[src/rtl/block_fall_tracker_if.sv]
// Bus between the block scheduler/player logic and the falling-block tracker.
// The master drives release/tick/hit controls; the slave reports block positions and tallies.
interface block_fall_tracker_if #(
    parameter int unsigned NUM_BLOCKS = 10
);
    logic       frame_tick;
    logic       level_two;
    logic       block_ready  [0:NUM_BLOCKS-1];
    logic       hit          [0:NUM_BLOCKS-1];
    logic       block_active [0:NUM_BLOCKS-1];
    logic [8:0] block_y      [0:NUM_BLOCKS-1];
    logic       end_level;
    logic [3:0] hits;
    logic [3:0] misses;

    modport master (
        output frame_tick, level_two, block_ready, hit,
        input  block_active, block_y, end_level, hits, misses
    );

    modport slave (
        input  frame_tick, level_two, block_ready, hit,
        output block_active, block_y, end_level, hits, misses
    );
endinterface

[src/rtl/block_fall_tracker.sv]
// Tracks NUM_BLOCKS independently falling blocks: release on block_ready rising edge,
// advance per frame_tick, retire by player hit or by reaching the bottom row.
module block_fall_tracker #(
    parameter int unsigned NUM_BLOCKS = 10,
    parameter logic [8:0]  Y_MAX      = 9'd479,
    parameter int unsigned STEP_L1    = 2,
    parameter int unsigned STEP_L2    = 4
) (
    input logic                Clk,
    input logic                Reset,
    block_fall_tracker_if.slave bus
);
    typedef enum logic [1:0] {
        IDLE    = 2'd0,
        FALLING = 2'd1,
        DONE    = 2'd2
    } state_t;

    localparam logic [9:0] STEP_ONE = 10'(STEP_L1);
    localparam logic [9:0] STEP_TWO = 10'(STEP_L2);
    localparam logic [7:0] SAT_WIDE = 8'(NUM_BLOCKS);
    localparam logic [3:0] SAT_CNT  = 4'(NUM_BLOCKS);

    state_t                  state [NUM_BLOCKS];
    logic [8:0]              y_q   [NUM_BLOCKS];
    logic [NUM_BLOCKS-1:0]   prev;
    logic [3:0]              hits_q;
    logic [3:0]              misses_q;
    logic                    end_q;

    logic [9:0]              step;
    logic [NUM_BLOCKS-1:0]   rel;
    logic [NUM_BLOCKS-1:0]   hit_ret;
    logic [NUM_BLOCKS-1:0]   bot_ret;
    logic [NUM_BLOCKS-1:0]   done_vec;
    logic [7:0]              hit_cnt;
    logic [7:0]              miss_cnt;
    logic [7:0]              hits_sum;
    logic [7:0]              misses_sum;
    logic [3:0]              hits_nxt;
    logic [3:0]              misses_nxt;

    // Hit takes priority over the bottom condition, so bot_ret is masked by hit.
    always_comb begin
        step     = bus.level_two ? STEP_TWO : STEP_ONE;
        rel      = '0;
        hit_ret  = '0;
        bot_ret  = '0;
        done_vec = '0;
        hit_cnt  = '0;
        miss_cnt = '0;
        for (int unsigned i = 0; i < NUM_BLOCKS; i++) begin
            rel[i]      = bus.block_ready[i] & ~prev[i];
            done_vec[i] = (state[i] == DONE);
            if (state[i] == FALLING) begin
                hit_ret[i] = bus.hit[i];
                bot_ret[i] = ~bus.hit[i] & bus.frame_tick &
                             (({1'b0, y_q[i]} + step) >= {1'b0, Y_MAX});
            end
            hit_cnt  = hit_cnt  + 8'(hit_ret[i]);
            miss_cnt = miss_cnt + 8'(bot_ret[i]);
        end
        hits_sum   = {4'b0, hits_q}   + hit_cnt;
        misses_sum = {4'b0, misses_q} + miss_cnt;
        hits_nxt   = (hits_sum   > SAT_WIDE) ? SAT_CNT : hits_sum[3:0];
        misses_nxt = (misses_sum > SAT_WIDE) ? SAT_CNT : misses_sum[3:0];
    end

    always_ff @(posedge Clk or posedge Reset) begin
        if (Reset) begin
            for (int unsigned i = 0; i < NUM_BLOCKS; i++) begin
                state[i] <= IDLE;
                y_q[i]   <= '0;
            end
            prev     <= '0;
            hits_q   <= '0;
            misses_q <= '0;
            end_q    <= 1'b0;
        end else begin
            for (int unsigned i = 0; i < NUM_BLOCKS; i++) begin
                prev[i] <= bus.block_ready[i];
                case (state[i])
                    IDLE: begin
                        if (rel[i]) begin
                            state[i] <= FALLING;
                            y_q[i]   <= '0;
                        end
                    end
                    FALLING: begin
                        if (hit_ret[i]) begin
                            state[i] <= DONE;
                        end else if (bot_ret[i]) begin
                            state[i] <= DONE;
                            y_q[i]   <= Y_MAX;
                        end else if (bus.frame_tick) begin
                            y_q[i]   <= y_q[i] + step[8:0];
                        end
                    end
                    DONE: begin
                        if (!bus.block_ready[i]) begin
                            state[i] <= IDLE;
                            y_q[i]   <= '0;
                        end
                    end
                    default: begin
                        state[i] <= IDLE;
                        y_q[i]   <= '0;
                    end
                endcase
            end
            hits_q   <= hits_nxt;
            misses_q <= misses_nxt;
            end_q    <= &done_vec;
        end
    end

    always_comb begin
        for (int unsigned i = 0; i < NUM_BLOCKS; i++) begin
            bus.block_active[i] = (state[i] == FALLING);
            bus.block_y[i]      = y_q[i];
        end
        bus.end_level = end_q;
        bus.hits      = hits_q;
        bus.misses    = misses_q;
    end
endmodule

[src/flat_wrapper.sv]
// flat-port wrapper written by rule: the top's interface ports become plain ports
module block_fall_tracker_flat 
#(
    parameter int unsigned NUM_BLOCKS = 10,
    parameter logic [8:0]  Y_MAX      = 9'd479,
    parameter int unsigned STEP_L1    = 2,
    parameter int unsigned STEP_L2    = 4
)
  (Clk, Reset, bus_frame_tick, bus_level_two, bus_block_ready, bus_hit, bus_block_active, bus_block_y, bus_end_level, bus_hits, bus_misses);
  block_fall_tracker_if #(.NUM_BLOCKS(NUM_BLOCKS)) bus_i ();
  input logic Clk;
  input logic Reset;
  input wire logic [$bits(bus_i.frame_tick)-1:0] bus_frame_tick;
  input wire logic [$bits(bus_i.level_two)-1:0] bus_level_two;
  input wire logic [$bits(bus_i.block_ready)-1:0] bus_block_ready;
  input wire logic [$bits(bus_i.hit)-1:0] bus_hit;
  output wire logic [$bits(bus_i.block_active)-1:0] bus_block_active;
  output wire logic [$bits(bus_i.block_y)-1:0] bus_block_y;
  output wire logic [$bits(bus_i.end_level)-1:0] bus_end_level;
  output wire logic [$bits(bus_i.hits)-1:0] bus_hits;
  output wire logic [$bits(bus_i.misses)-1:0] bus_misses;
  assign bus_i.frame_tick = bus_frame_tick;
  assign bus_i.level_two = bus_level_two;
  assign bus_i.block_ready = {>>{bus_block_ready}};
  assign bus_i.hit = {>>{bus_hit}};
  assign bus_block_active = {>>{bus_i.block_active}};
  assign bus_block_y = {>>{bus_i.block_y}};
  assign bus_end_level = bus_i.end_level;
  assign bus_hits = bus_i.hits;
  assign bus_misses = bus_i.misses;
  block_fall_tracker #(.NUM_BLOCKS(NUM_BLOCKS), .Y_MAX(Y_MAX), .STEP_L1(STEP_L1), .STEP_L2(STEP_L2)) u_core (.Clk(Clk), .Reset(Reset), .bus(bus_i));
endmodule
[config.mk]
export PLATFORM = sky130hd
export DESIGN_NAME = block_fall_tracker_flat
export DESIGN_NICKNAME = d
export VERILOG_FILES = /design/src/rtl/block_fall_tracker_if.sv /design/src/rtl/block_fall_tracker.sv /design/src/flat_wrapper.sv
export SDC_FILE = /design/constraint.sdc
export NUM_CORES = 1
export LEC_CHECK = 0
export ABC_AREA = 1
export CORE_ASPECT_RATIO = 1.75
export CORE_MARGIN = 1.5
export CORE_UTILIZATION = 44
export CTS_CLUSTER_SIZE = 30
export DETAILED_ROUTE_END_ITERATION = 7
export PLACE_DENSITY = 0.68
export SLEW_MARGIN = 20
export SYNTH_ARGS = -nofsm -noshare
export SYNTH_HDL_FRONTEND = slang
export SYNTH_SLANG_ARGS = --single-unit
[constraint.sdc]
create_clock -name Clk -period 8.52 [get_ports Clk]
set_clock_uncertainty 0.1 [all_clocks]
set_input_delay 2.13 -clock Clk [delete_from_list [all_inputs] [get_ports Clk]]
set_output_delay 2.13 -clock Clk [all_outputs]
set_load 0.01 [all_outputs]
-- After elaboration in Yosys (flattened, before gate mapping)
Cells that the tools add are included.
- input port bits: 24
- register bits: 129
- $add $sub $neg: 40
- order comparisons: 12
- bitwise operators: 50
- mux-type cells: 133
- eq/ne operators: 70
- reductions and logical operators: 31
- operators by type and width (operator ; count):
    $mux W9 ; 50
    $pmux W9 S3 ; 10
    $add A8 B1 Y8 ; 16
    $add A9 B10 Y10 ; 10
    $ge A10 B9 Y1 const B ; 10
    $add A9 B9 Y9 ; 10
    $mux W2 ; 40
    $pmux W2 S3 ; 10
    $ne A2 B2 Y1 const B ; 20
    $reduce_and A4 Y1 ; 10
    $and A1 B1 Y1 ; 30
    $ne A3 B1 Y1 const B ; 10
    $ne A3 B2 Y1 const B ; 10
    $reduce_and A3 Y1 ; 10
    $eq A2 B1 Y1 const B ; 10
    $eq A2 B2 Y1 const B ; 10
    $logic_not A2 Y1 ; 10
    $mux W1 ; 20
    $ne A2 B1 Y1 const B ; 10
    $not A1 Y1 ; 20
    $add A4 B8 Y8 ; 2
    $gt A8 B4 Y1 const B ; 2
    $reduce_and A10 Y1 ; 1
    $mux W4 ; 2
    2 further kinds ; 3

-- Depth between registers and ports, before layout
Gate-level depths: netlist of run 1.
- depth after elaboration: 17
- gate-level depth with buffers: 29

-- Least setup slack after synthesis of run 1
No wires, ideal clock.
- path type: input to register
- start: in bus_level_two
- end: reg u_core.misses_q[1], in the netlist u_core.bus.misses[1]
- path slack: 1584 ps
- setup time: 127 ps
- data arrival time: 6708 ps
- cell stages on the path: 26
- data required time: 8293 ps
- path buffers: 0
- cell sequence: inv_1 ha_1 fa_1 nand2_1 inv_2 nand3_1 nand2_1 nor2_2 nand3_1 nand2_2 nand2_4 nor2_1 ha_1 inv_1 fa_1 fa_1 inv_1 fa_1 ha_1 fa_1 nand2_1 a21oi_1 o21a_1 nor2_1 o21ai_0 or2_2
- longest elaborated chain between the ends: 17
- elaborated cells on any way between the ends: 53
- classes of those cells: add/sub: 20; order compare: 11; mux: 12; bitwise: 10
- RTL lines (element ; line ; text):
    start: declaration ; flat_wrapper.sv:14 ; input wire logic [$bits(bus_i.level_two)-1:0] bus_level_two;
    $mux W3 (*) ; block_fall_tracker.sv:45 ; step = bus.level_two ? STEP_TWO : STEP_ONE;
    $add A9 B10 Y10 ; block_fall_tracker.sv:58 ; (({1'b0, y_q[i]} + step) >= {1'b0, Y_MAX});
    $ge A10 B9 Y1 ; block_fall_tracker.sv:58 ;
    $and A1 B1 Y1 ; block_fall_tracker.sv:57 ; bot_ret[i] = ~bus.hit[i] & bus.frame_tick &
    $mux W1 ; block_fall_tracker.sv:55 ; if (state[i] == FALLING) begin
    $add A1 B1 Y2 ; block_fall_tracker.sv:61 ; miss_cnt = miss_cnt + 8'(bot_ret[i]);
    $add A8 B1 Y8 (7 in a row) ; block_fall_tracker.sv:61 ;
    $add A8 B1 Y8 (*) ; block_fall_tracker.sv:61 ;
    $add A4 B8 Y8 (*) ; block_fall_tracker.sv:64 ; misses_sum = {4'b0, misses_q} + miss_cnt;
    $gt A8 B4 Y1 ; block_fall_tracker.sv:66 ; misses_nxt = (misses_sum > SAT_WIDE) ? SAT_CNT : misses_sum[3:0];
    $mux W4 (*) ; block_fall_tracker.sv:66 ;
    via u_core.misses_nxt[1] ; block_fall_tracker.sv:41 ; logic [3:0] misses_nxt;
    end signal: assignment ; block_fall_tracker.sv:112 ; misses_q <= misses_nxt;
    end: declaration ; block_fall_tracker.sv:28 ; logic [3:0] misses_q;
The timed path passes the listed nets; every way through them passes the cells marked *.
A chain may end at the register's enable or synchronous reset.

-- Final worst setup path of run 1
Ends and elaborated chain as after synthesis.

==> results of run 1 <==
## synthesized netlist by cell type (all sizes together)
library cell  number  area (um^2)
nand2            457         1820
inv              189          709
dfrtp            129         3230
nand3            117          611
nor2              94          413
o21ai             68          344
ha                40          500
fa                22          440
xor2              19          166
nand4             15         93.8
a21oi             13         65.1
nor3               8          105
o31ai              7         52.6
xnor2              7         61.3
or2                5         31.3
nand3b             4         30.0
nor4               3         31.3
o211ai             2         15.0
o21a               2         15.0
and2               1         6.26
buf                1         7.51
## cells in the final DEF (no fill, tap or decap), drive strengths merged
cell / n
a21oi: 13
and2: 1
buf: 4
bufinv: 4
clkbuf: 20
clkdlybuf4s50: 131
clkinv: 4
clkinvlp: 4
dfrtp: 129
fa: 22
ha: 40
inv: 189
nand2: 457
nand3: 117
nand3b: 4
nand4: 15
nor2: 94
nor3: 8
nor4: 3
o211ai: 2
o21a: 2
o21ai: 68
o31ai: 7
or2: 5
xnor2: 7
xor2: 19
## routing by layer
metal | routed length [um] | up-vias
li1 | - | 4090
met1 | 8860 | 3880
met2 | 12300 | 175
met3 | 818 | 51
met4 | 803 | 0
met5 | 0 | -
## flip-flops by register name, indices dropped and copies added, names as in the netlist
signal,count
u_core.bus.hits,4
u_core.bus.end_level,1
u_core.state,20
u_core.bus.misses,4
u_core.prev,10
u_core.bus.block_y,90
## how the worst max path moves through the flow
| stage | start | end | cells after the start |
|---|---|---|---|
| after floorplan | bus_level_two | u_core.bus.misses[1] | 26 |
| after global placement | bus_level_two | u_core.bus.misses[1] | 27 |
| after detailed placement | bus_level_two | u_core.bus.misses[1] | 27 |
| after CTS | bus_level_two | u_core.bus.misses[1] | 27 |
| after global routing | bus_level_two | u_core.bus.misses[1] | 27 |
| final | bus_level_two | u_core.bus.misses[1] | 27 |
## cell families after synthesis
kind of cell,count (synthesis),share of synthesized area (%)
buffers and inverters,190,8.20
adders and majority gates,62,10.8
and+or+nand+nor,704,35.9
AOI/OAI and AO/OA,92,5.62
DFF,129,36.9
xor gates and xnor gates,26,2.60
## worst register-to-register path: stages, from the launching register on
cell     delay, ns
dfrtp_1       0.41
ha_1          0.24
fa_1          0.40
nand2_1       0.12
inv_2         0.06
nand3_1       0.08
nand2_1       0.08
nor2_2        0.10
nand3_1       0.09
nand2_2       0.12
nand2_4       0.09
nor2_1        0.12
ha_1          0.26
inv_1         0.07
fa_1          0.44
fa_1          0.53
inv_1         0.05
fa_1          0.44
ha_1          0.23
fa_1          0.40
nand2_1       0.08
a21oi_1       0.08
o21a_1        0.17
nor2_1        0.10
o21ai_0       0.14
or2_2         0.29
## power by group through the flow
stage / Clock [mW] / Combinational, mW / Sequential, mW
after floorplan: 0 / 0.729 / 0.809
after global placement: 0 / 1.10 / 0.814
after detailed placement: 0 / 1.12 / 0.814
after CTS: 0.798 / 1.13 / 0.806
after global routing: 0.823 / 1.28 / 0.820
final: 0.789 / 1.12 / 0.806
## cell type report
class | instances | area [um^2] | area share (%)
clock inverters | 12 | 185 | 1.68
repair buffers | 136 | 1350 | 12.2
well taps | 245 | 307 | 2.78
clock buffers | 19 | 443 | 4.02
flip-flops and latches | 129 | 3230 | 29.3
inverters | 189 | 712 | 6.46
multi-input cells | 884 | 4800 | 43.6
## through the flow
stage | area [um^2] | total power [mW] | util [%] | std cells | hold WS [ns]
after floorplan | 8740 | 1.54 | - | 1203 | 0.352
after detailed placement | 10400 | 1.94 | 53.1 | 1583 | 0.374
after CTS | 11000 | 2.73 | 56.3 | 1614 | 0.388
final | 11000 | 2.71 | 56.3 | 1614 | 0.389
after global routing | 11000 | 2.92 | 56.3 | 1614 | 0.412
after global placement | 10400 | 1.91 | 53.1 | 1583 | 0.374
==> results.json, run 1 <==
{
  "outcome": "finished clean",
  "crit_buf_inv": 5,
  "period_share_pct": 90.2,
  "port_buffers": 132,
  "grt_max_degree": 58,
  "crit_top_cell": "fa_1",
  "final_max_slew_viol_count": 0,
  "ir_worst_vdd_v": 0.000125,
  "overflow": 0,
  "vias": 8196,
  "cts_sinks": 129,
  "required_ns": 8.73,
  "reg2reg_slack_ns": 3.09,
  "n_antenna_cell": 0,
  "clk_path_buf_depth": 2,
  "holdPathEnd": "u_core.state[2]",
  "p_sw_share_pct": 39.7,
  "rsz0062_at_grt": "false",
  "hpwlAfterDp_mm": 17.4,
  "die_y_um": 189,
  "cp-start-kind": "primary input",
  "timing.fmax_ghz": 0.130,
  "r2r_end": "u_core.bus.misses[1]",
  "drtAntennaViolNets": 0,
  "syn_inst": 1203,
  "ys_ff_latch": 129,
  "fin_ws_ns": 0.838,
  "clkSlewWorstSetupHoldPaths_ns": 0.06,
  "synth_seq_area_share_pct": 36.9,
  "antenna_found_initial": 0,
  "cp-end-kind": "register",
  "p_sw_mw": 1.08,
  "hold_viol": 0,
  "power_frac_clock_pct": 29.1,
  "areaGrowthSynthToFinish_pct": 26.0,
  "crit_arrival_ns": 7.89,
  "die_area_um2": 20800,
  "p_seq_share_pct": 29.7,
  "r2r_cells": 25,
  "critical_path.max_stage_delay_ns": 0.53,
  "grt_pass1_wl_mm": 38.0,
  "slew_headroom_pct": 49.9,
  "hold_buffers": 0,
  "cellLeakagePower_nw": 5.84,
  "post_cts_resized": 0,
  "viasPerCell": 5.08,
  "cp_slowest_cell": "fa_1",
  "fin_crit_ns": 7.68,
  "p_int_mw": 1.64,
  "drt_wl_total_mm": 22.8,
  "setup_violations": 0,
  "grtUsageMet3_pct": 3.55,
  "drt_iter0_markers": 345,
  "grt_usage_pct": 23.4,
  "cts_setup_buffers": 0,
  "path_class": "in -> reg",
  "synth_fp_nets": 1289,
  "yosysUniqueCellTypes": 32,
  "crit_fanout": 10,
  "hold_depth": 1,
  "cts-root-buf": "clkbuf_16",
  "cts_tree": "done",
  "p_per_area_nw_per_um2": 246,
  "cp_top_family": "adder cells",
  "firstDrtPassIters": 5,
  "gr-max-usage-layer": "met2",
  "fin_nets": 1443,
  "worstHoldStart": "u_core.state[2]",
  "ctsHtreeMaxLevel": 4,
  "avgSynthCellArea_um2": 7.27,
  "place_congestion": 0.886,
  "yosysWarnings": 0,
  "reg2reg_from": "u_core.bus.block_y[73]",
  "use_met2_pct": 42.3,
  "combPwrFrac_pct": 41.2,
  "met1_usage_pct": 25.8,
  "drv_cap": 0,
  "fillerInstances": 1844,
  "hold_path_class": "reg -> reg",
  "numCtsBuffers": 17,
  "io_pins": 133,
  "clk_latency_ns": 0.43,
  "tightestPinTransition_ns": 0.752,
  "drive_above_1_share_pct": 7.67,
  "syn_area_um2": 8740,
  "num_rows": 68,
  "wl_per_cell_um": 14.1,
  "pre_cts_slack_ns": 0.367,
  "core_region_area_um2": 19600,
  "chipWidth_um": 110,
  "initial_core_util_pct": 44.7,
  "tns_ns": 0,
  "drc_errors": 0,
  "grt_pass1_vias": 8140
}
Power figures use the tool's default switching activity.
==> inputs of run 2 (changes only) <==
--- a/config.mk
+++ b/config.mk
@@ -11,6 +11,8 @@
 export CORE_UTILIZATION = 44
 export CTS_CLUSTER_SIZE = 30
 export DETAILED_ROUTE_END_ITERATION = 7
+export GPL_TIMING_DRIVEN = 0
+export MAX_ROUTING_LAYER = met4
 export PLACE_DENSITY = 0.68
 export SLEW_MARGIN = 20
 export SYNTH_ARGS = -nofsm -noshare
==> run 2 against run 1 <==
  * Maximum frequency is 0.23% higher
  * Largest cell class unchanged
  * Highest routed layer unchanged
  * Sequential share of layout area is 0.23 points lower
  * Die area stayed put
  * Global-route usage is 0.065 points lower
  * Via count is 0.81% lower
  * First-iteration DRC count is 20% lower
  * Clock power is 8.6% higher
==> results.json, run 2 (synthesized netlist as in run 1, its figures left out) <==
{
  "areaGrowthSynthToFinish_pct": 27.0,
  "cts_setup_buffers": 0,
  "chipWidth_um": 110,
  "layout_commonest_cell": "nand2_1",
  "outcome": "finished clean",
  "instances_no_fill": 1614,
  "rsz0062_at_grt": "false",
  "pre_cts_slack_ns": 0.340,
  "crit_top_cell": "fa_1",
  "utilization_pct": 56.8,
  "fin_area_um2": 11100,
  "crit_fanout": 21,
  "timing.fmax_ghz": 0.130,
  "grt_max_degree": 99,
  "timing.hold.ws_ns": 0.385,
  "cts_sinks": 129,
  "post_cts_resized": 0,
  "overflow": 0,
  "grt_pass1_vias": 7987,
  "fin_crit_ns": 7.66,
  "reg2reg_from": "u_core.bus.block_y[73]",
  "numCtsBuffers": 17,
  "place_congestion": 0.856,
  "p_per_area_nw_per_um2": 249,
  "hold_buffers": 0,
  "n_antenna_cell": 0,
  "power_mw": 2.77,
  "vias": 8130,
  "clkSlewWorstSetupHoldPaths_ns": 0.06,
  "cp-start-kind": "primary input",
  "drc_errors": 0,
  "fillerInstances": 1887,
  "drive_above_1_share_pct": 7.67,
  "core_region_area_um2": 19600,
  "r2r_cells": 25,
  "drt_wl_total_mm": 22.2,
  "io_pins": 133,
  "largest_reg_flops": 90,
  "r2r_end": "u_core.bus.misses[1]",
  "num_rows": 68,
  "hpwlAfterDp_mm": 16.9,
  "holdPathEnd": "u_core.state[14]",
  "hold_path_class": "reg -> reg",
  "crit_buf_inv": 6,
  "final_cell_mix": "428 x nand2_1, 182 x inv_1, 131 x clkdlybuf4s50_1",
  "drt_iter0_markers": 275,
  "die_y_um": 189,
  "grt_pass1_wl_mm": 37.2,
  "setup_violations": 0,
  "crit_arrival_ns": 7.87,
  "hold_viol": 0,
  "antenna_found_initial": 0,
  "drtAntennaViolNets": 0,
  "hold_depth": 1,
  "drv_cap": 0,
  "path_class": "in -> reg",
  "worstHoldStart": "u_core.state[15]",
  "firstDrtPassIters": 5,
  "clk_latency_ns": 0.42,
  "cp-end-kind": "register",
  "viasPerCell": 5.04,
  "ctsHtreeMaxLevel": 4,
  "port_buffers": 132,
  "dpl-instance-area_um2": 10400,
  "cts-root-buf": "clkbuf_16",
  "tightestPinTransition_ns": 0.771,
  "reg2reg_slack_ns": 2.97,
  "cts_tree": "done",
  "cellLeakagePower_nw": 5.88,
  "period_share_pct": 90.0,
  "place_inst": 1582,
  "grt_usage_pct": 23.3,
  "slew_headroom_pct": 48.2,
  "critical_path.max_stage_delay_ns": 0.53,
  "initial_core_util_pct": 44.7,
  "fin_ws_ns": 0.856,
  "wl_per_cell_um": 13.8,
  "tns_ns": 0,
  "required_ns": 8.72,
  "ir_worst_vdd_v": 0.000143,
  "cp_slowest_cell": "fa_1",
  "die_area_um2": 20800,
  "cp_top_family": "adder cells",
  "final_max_slew_viol_count": 0,
  "clk_path_buf_depth": 2,
  "fin_nets": 1442
}
[run 2: worst max-delay path by stage]
stage	start	endpoint	depth (start not counted)
2_1_floorplan	bus_level_two	u_core.bus.misses[1]	26
3_3_place_gp	bus_level_two	u_core.bus.misses[1]	27
3_5_place_dp	bus_level_two	u_core.bus.misses[1]	28
4_1_cts	bus_level_two	u_core.bus.misses[1]	28
5_1_grt	bus_level_two	u_core.bus.misses[1]	27
6_report	bus_level_two	u_core.bus.misses[1]	28
[run 2: layer usage]
layer,wire (um),share of wire [%],global-route usage (%)
met4,476,2.1,8.54
met5,0,0,-
met1,8810,40,25.2
met3,763,3.4,3.72
met2,12200,55,42.0
[run 2: power by group]
group / internal (mW) / switching [mW] / total (mW)
Sequential: 0.708 / 0.0945 / 0.802
Combinational: 0.432 / 0.678 / 1.11
Clock: 0.566 / 0.291 / 0.857
Total: 1.71 / 1.06 / 2.77
[run 2: final cells by class]
cell class / count / area (um^2) / area share, %
Inverter: 189 / 717 / 6.45
Clock buffer: 20 / 457 / 4.11
Tap cell: 245 / 307 / 2.76
Buffer: 1 / 7.51 / 0.0676
Timing Repair Buffer: 134 / 1360 / 12.3
Sequential cell: 129 / 3230 / 29.1
Multi-Input combinational cell: 884 / 4800 / 43.2
Clock inverter: 12 / 229 / 2.06
[run 2: worst reg2reg max path, delay by kind of cell (launching register included)]
kind	cells	cell delay (ns)
fa+ha+maj	8	2.94
flops	1	0.41
buf+inv	3	0.19
simple gates	11	1.38
compound gates	3	0.40
